## config.mk

```make
export PLATFORM = sky130hd
export DESIGN_NAME = rr_stream_mux
export DESIGN_NICKNAME = d
export VERILOG_FILES = /design/src/rtl/rr_stream_mux.sv
export SDC_FILE = /design/constraint.sdc
export NUM_CORES = 1
export LEC_CHECK = 0
export BUFFER_PORTS_ARGS = -buffer_cell sky130_fd_sc_hd__buf_2
export CAP_MARGIN = 15
export CORE_ASPECT_RATIO = 1.1
export CORE_UTILIZATION = 47
export CTS_CLUSTER_SIZE = 25
export DETAILED_ROUTE_END_ITERATION = 12
export GPL_ROUTABILITY_DRIVEN = 0
export PLACE_DENSITY = 0.84
export SYNTH_ARGS = -nofsm -noshare
export SYNTH_HDL_FRONTEND = slang
export SYNTH_SLANG_ARGS = --single-unit
```

## constraint.sdc

```tcl
create_clock -name clk -period 5 [get_ports clk]
set_input_delay 0.5 -clock clk [delete_from_list [all_inputs] [get_ports clk]]
set_output_delay 0.5 -clock clk [all_outputs]
set_load 0.02 [all_outputs]
```

## src/rtl/rr_stream_mux.sv

```systemverilog
// rr_stream_mux: N_IN-channel WIDTH-bit stream multiplexer with valid/ready
// handshakes and a single registered output stage. The grant is chosen by
// round-robin, fixed priority or a forced select, picked at run time by mode.
// Optional packet lock (in_last/out_last) is built when the macro
// RR_STREAM_MUX_LAST_EN is defined.
module rr_stream_mux #(
    parameter int WIDTH = 8,
    parameter int N_IN  = 4,
    parameter int SEL_W = 2
) (
    input  logic                  clk,
    input  logic                  reset,
    input  logic [N_IN*WIDTH-1:0] in_data,
    input  logic [N_IN-1:0]       in_valid,
    output logic [N_IN-1:0]       in_ready,
`ifdef RR_STREAM_MUX_LAST_EN
    input  logic [N_IN-1:0]       in_last,
    output logic                  out_last,
`endif
    input  logic [1:0]            mode,
    input  logic [SEL_W-1:0]      force_sel,
    output logic [WIDTH-1:0]      out_data,
    output logic                  out_valid,
    input  logic                  out_ready,
    output logic [SEL_W-1:0]      out_sel
);

    typedef enum logic [1:0] {
        MODE_RR     = 2'b00,
        MODE_FIXED  = 2'b01,
        MODE_FORCED = 2'b10,
        MODE_RR_ALT = 2'b11
    } mode_e;

    mode_e            mode_w;
    logic [WIDTH-1:0] ch_data [N_IN];

    logic             out_valid_q, out_valid_d;
    logic [WIDTH-1:0] out_data_q,  out_data_d;
    logic [SEL_W-1:0] out_sel_q,   out_sel_d;
    logic [SEL_W-1:0] ptr_q,       ptr_d;
`ifdef RR_STREAM_MUX_LAST_EN
    logic             out_last_q,  out_last_d;
    logic             lock_q,      lock_d;
    logic [SEL_W-1:0] lock_sel_q,  lock_sel_d;
`endif

    logic             load_en;
    logic             grant_vld;
    logic [SEL_W-1:0] grant_idx;
    logic [SEL_W-1:0] ptr_inc;

    assign mode_w  = mode_e'(mode);
    // The output register can take a new beat when empty or being drained.
    assign load_en = !out_valid_q || out_ready;
    assign ptr_inc = (grant_idx == SEL_W'(N_IN - 1)) ? '0 : grant_idx + 1'b1;

    for (genvar gi = 0; gi < N_IN; gi++) begin : g_unpack
        assign ch_data[gi] = in_data[gi*WIDTH +: WIDTH];
    end

    // Grant decision: pick one requesting channel according to mode and lock.
    always_comb begin
        int               wrap;
        logic [SEL_W-1:0] idx;
        // NOTE: every always_comb output gets a default first so no path leaves it unassigned (no latch).
        grant_vld = 1'b0;
        grant_idx = '0;
        wrap      = 0;
        idx       = '0;
        case (mode_w)
            MODE_FIXED: begin
                // Scan downward so the lowest valid index is the last one written.
                for (int i = N_IN - 1; i >= 0; i--) begin
                    if (in_valid[SEL_W'(i)]) begin
                        grant_vld = 1'b1;
                        grant_idx = SEL_W'(i);
                    end
                end
            end
            MODE_FORCED: begin
                if ((int'(force_sel) < N_IN) && in_valid[force_sel]) begin
                    grant_vld = 1'b1;
                    grant_idx = force_sel;
                end
            end
            default: begin
                // Offsets scanned from far to near so the nearest to ptr wins.
                for (int k = N_IN - 1; k >= 0; k--) begin
                    wrap = int'(ptr_q) + k;
                    if (wrap >= N_IN) wrap = wrap - N_IN;
                    idx = SEL_W'(wrap);
                    if (in_valid[idx]) begin
                        grant_vld = 1'b1;
                        grant_idx = idx;
                    end
                end
            end
        endcase
`ifdef RR_STREAM_MUX_LAST_EN
        // Mid-packet, only the owning channel may continue.
        if (lock_q) begin
            grant_vld = in_valid[lock_sel_q];
            grant_idx = lock_sel_q;
        end
`endif
    end

    // Accept strobe: one-hot on the granted channel when a load happens.
    always_comb begin
        in_ready = '0;
        if (reset && load_en && grant_vld) in_ready[grant_idx] = 1'b1;
    end

    // Next-state of the output stage, round-robin pointer and packet lock.
    always_comb begin
        out_valid_d = out_valid_q;
        out_data_d  = out_data_q;
        out_sel_d   = out_sel_q;
        ptr_d       = ptr_q;
`ifdef RR_STREAM_MUX_LAST_EN
        out_last_d  = out_last_q;
        lock_d      = lock_q;
        lock_sel_d  = lock_sel_q;
`endif
        if (load_en) begin
            // With no grant the register empties; data and sel keep their last value.
            out_valid_d = grant_vld;
            if (grant_vld) begin
                out_data_d = ch_data[grant_idx];
                out_sel_d  = grant_idx;
`ifdef RR_STREAM_MUX_LAST_EN
                out_last_d = in_last[grant_idx];
                lock_d     = !in_last[grant_idx];
                lock_sel_d = grant_idx;
                if (in_last[grant_idx]) ptr_d = ptr_inc;
`else
                ptr_d      = ptr_inc;
`endif
            end
        end
    end

    // State registers with synchronous active-low reset.
    always_ff @(posedge clk) begin
        // NOTE: sequential state uses non-blocking assignments so all registers update from pre-edge values.
        if (!reset) begin
            out_valid_q <= 1'b0;
            out_data_q  <= '0;
            out_sel_q   <= '0;
            ptr_q       <= '0;
`ifdef RR_STREAM_MUX_LAST_EN
            out_last_q  <= 1'b0;
            lock_q      <= 1'b0;
            lock_sel_q  <= '0;
`endif
        end else begin
            out_valid_q <= out_valid_d;
            out_data_q  <= out_data_d;
            out_sel_q   <= out_sel_d;
            ptr_q       <= ptr_d;
`ifdef RR_STREAM_MUX_LAST_EN
            out_last_q  <= out_last_d;
            lock_q      <= lock_d;
            lock_sel_q  <= lock_sel_d;
`endif
        end
    end

    assign out_valid = out_valid_q;
    assign out_data  = out_data_q;
    assign out_sel   = out_sel_q;
`ifdef RR_STREAM_MUX_LAST_EN
    assign out_last  = out_last_q;
`endif

endmodule
```

==> impl_metrics.py <==
metrics = {
    "finish": {
        "syn_to_final_growth_pct": 30.7,
        "n_fill_cell": 172,
        "diodes": 0,
        "multiInputGateArea_um2": 746,
        "postLayoutCoreUtil_pct": 67.4,
        "final_common_cell": "buf_2",
        "final_net_count": 220,
        "layout-drive-gt1-share_pct": 43.5,
        "regArea_um2": 260,
        "final_cell_mix": "57 x buf_2, 18 x mux2i_1, 13 x dfxtp_1, 10 x nand2_1",
    },
    "global_routing": {
        "grt-ovfl-total": 0,
        "grt_start_max_net_pins": 22,
        "grt_pass1_vias": 995,
        "antenna_found_initial": 0,
        "grt_pass1_wl_um": 3870,
        "grtUsageTotal_pct": 21.9,
    },
    "cts": {
        "cts.sinks": 13,
        "ctsHoldBuffers": 0,
        "clk_pin_slew_ns": 0.08,
        "cts_inserted_buffers": 3,
        "clock_path_buffers": 2,
        "clk_latency_ns": 0.27,
        "htreeDepth": 1,
        "postCtsSetupBuffers": 0,
        "clk_root_buffer_cell": "clkbuf_4",
        "cts_resized": 0,
        "tritoncts": "yes",
    },
    "route": {
        "antenna_left": 0,
        "drt_iter0_markers": 10,
        "post_drt_wl_per_cell_um": 12.6,
        "met3WireLength_um": 136,
        "m1WireLength_um": 977,
        "wl_met2_um": 1360,
        "avgViaCountPerCell": 5.53,
        "dr.pass1.iters": 4,
        "vias": 1094,
        "highest_layer": "met4",
        "wl_um": 2500,
        "drc": 0,
    },
    "floorplan": {
        "die_y_um": 51.9,
        "rows": 17,
        "start_util_pct": 51.5,
        "core_area_um2": 2060,
        "die_w_um": 47.4,
        "dieArea_um2": 2460,
        "top_level_ports": 58,
    },
    "flow_run": {
        "cap_violations": 0,
    },
    "worst_hold_path": {
        "min_from": "out_sel[0]",
        "whs_path_depth": 2,
        "hold_class": "register to register",
        "whs_endpoint": "out_sel[0]",
    },
    "timing": {
        "hold_viol": 0,
        "tns_ns": 0,
        "fin_crit_sh_pct": 59.4,
        "worst_pin_slew_ns": 0.487,
        "rsz0062_at_grt": "false",
        "timing.fmax_mhz": 337,
        "slew_viol_final": 0,
        "max_slew_margin_pct": 67.5,
        "setup_viol": 0,
        "fin_skew_ns": 0.000769,
        "min_period_ns": 2.97,
    },
    "worst_setup_path": {
        "startpoint_type": "primary input",
        "regToRegEndpoint": "ptr_q[1]",
        "cp.required_ns": 4.50,
        "cp_max_fo": 21,
        "end_kind": "output pin",
        "r2r_start": "ptr_q[1]",
        "worstSetupPathType": "primary input to output pin",
        "crit_start": "mode[0]",
        "r2r_cells": 7,
        "worstPathArrival_ns": 2.47,
        "ff2ff_setup_slack_ns": 3.09,
    },
    "place": {
        "hpwl_um": 2010,
        "port_buffers": 57,
    },
    "logic_synthesis": {
        "synthFlopType": "dfxtp_1",
        "synth.avg_cell_area_um2": 9.41,
        "synth_seq_cells": 13,
        "synth_fp_nets": 162,
        "ys_types": 35,
        "yosys_warnings": 0,
        "yosysSeqAreaShare_pct": 24.5,
        "syn_area_um2": 1060,
        "synth_edf_count": 0,
        "ys_async_sr_fraction_pct": 0,
        "syn_inst": 113,
    },
    "power_and_ir_drop": {
        "ir_drop_v": 0.000201,
        "power_density_nw_per_um2": 259,
        "total_power_mw": 0.360,
        "power_leakage_nw": 0.692,
    },
    "outcome": {
        "status": "finished, final reports clean",
    },
}
logic make-up (layout without fill, tap and decap cells):
family	Yosys count	count (layout)	synth area share, %
simple gates	37	37	18.4
mux	19	19	18.0
fa+ha+maj	6	6	7.06
flops	13	13	24.5
compound gates	25	25	25.6
buf+inv	13	70	6.47
registers in the layout (all words and copies together), names as in the netlist:
register	count
out_valid	1
out_sel	2
out_data	8
ptr_q	2
area by class of cell:
class / instances / area share, %
Timing Repair Buffer: 58 / 21.1
Clock buffer: 4 / 1.89
Tap cell: 28 / 2.52
Inverter: 8 / 2.16
Multi-Input combinational cell: 87 / 53.6
Sequential cell: 13 / 18.7
power by group:
part           switching, mW  leakage, nW  internal (mW)
Clock                 0.0348       0.0150         0.0309
Sequential            0.0107        0.108          0.120
Combinational         0.0930        0.570         0.0710
Total                  0.139        0.692          0.222
stage by stage:
step	std cells	worst slack, ns	instance area [um2]	hold slack, ns
2_1_floorplan	113	2.49	1060	0.509
3_3_place_gp	194	2.13	1360	0.456
3_5_place_dp	194	2.03	1360	0.467
4_1_cts	198	2.02	1390	0.479
5_1_grt	198	1.87	1390	0.516
6_report	198	2.03	1390	0.474
critical path: stages:
cell	delay [ns]
buf_2	0.09
inv_1	0.04
ha_1	0.46
inv_1	0.07
a311oi_1	0.42
a221oi_4	0.12
buf_4	0.25
inv_1	0.11
ha_1	0.13
and2_1	0.11
buf_2	0.16
routing by layer:
| layer | global-route usage [%] | up-vias |
|---|---|---|
| met5 | 0 | - |
| met2 | 40.2 | 50 |
| met3 | 2.43 | 5 |
| met4 | 10.5 | 0 |
| met1 | 23.5 | 506 |
| li1 | - | 533 |
how the worst max path moves through the flow:
stage	to	cells past startpoint
CTS	in_ready[0]	11
finish	in_ready[0]	11
detailed placement	in_ready[0]	11
global placement	in_ready[0]	11
floorplan	in_ready[0]	10
global route	in_ready[0]	11
cell usage after synthesis, drive strengths merged (2+ instances only):
library cell  number  area share [%]
nand2b             2             1.2
a21boi             3             2.5
nor2b              4             2.4
dfxtp             13              24
ha                 6             7.1
nand3              9             4.2
o221ai             9              13
and2               5             2.9
a21oi              4             1.9
buf                4             3.3
nand2             11             4.1
mux2i             18              17
inv                8             2.8
No activity file was read; power rests on OpenSTA's default activity.
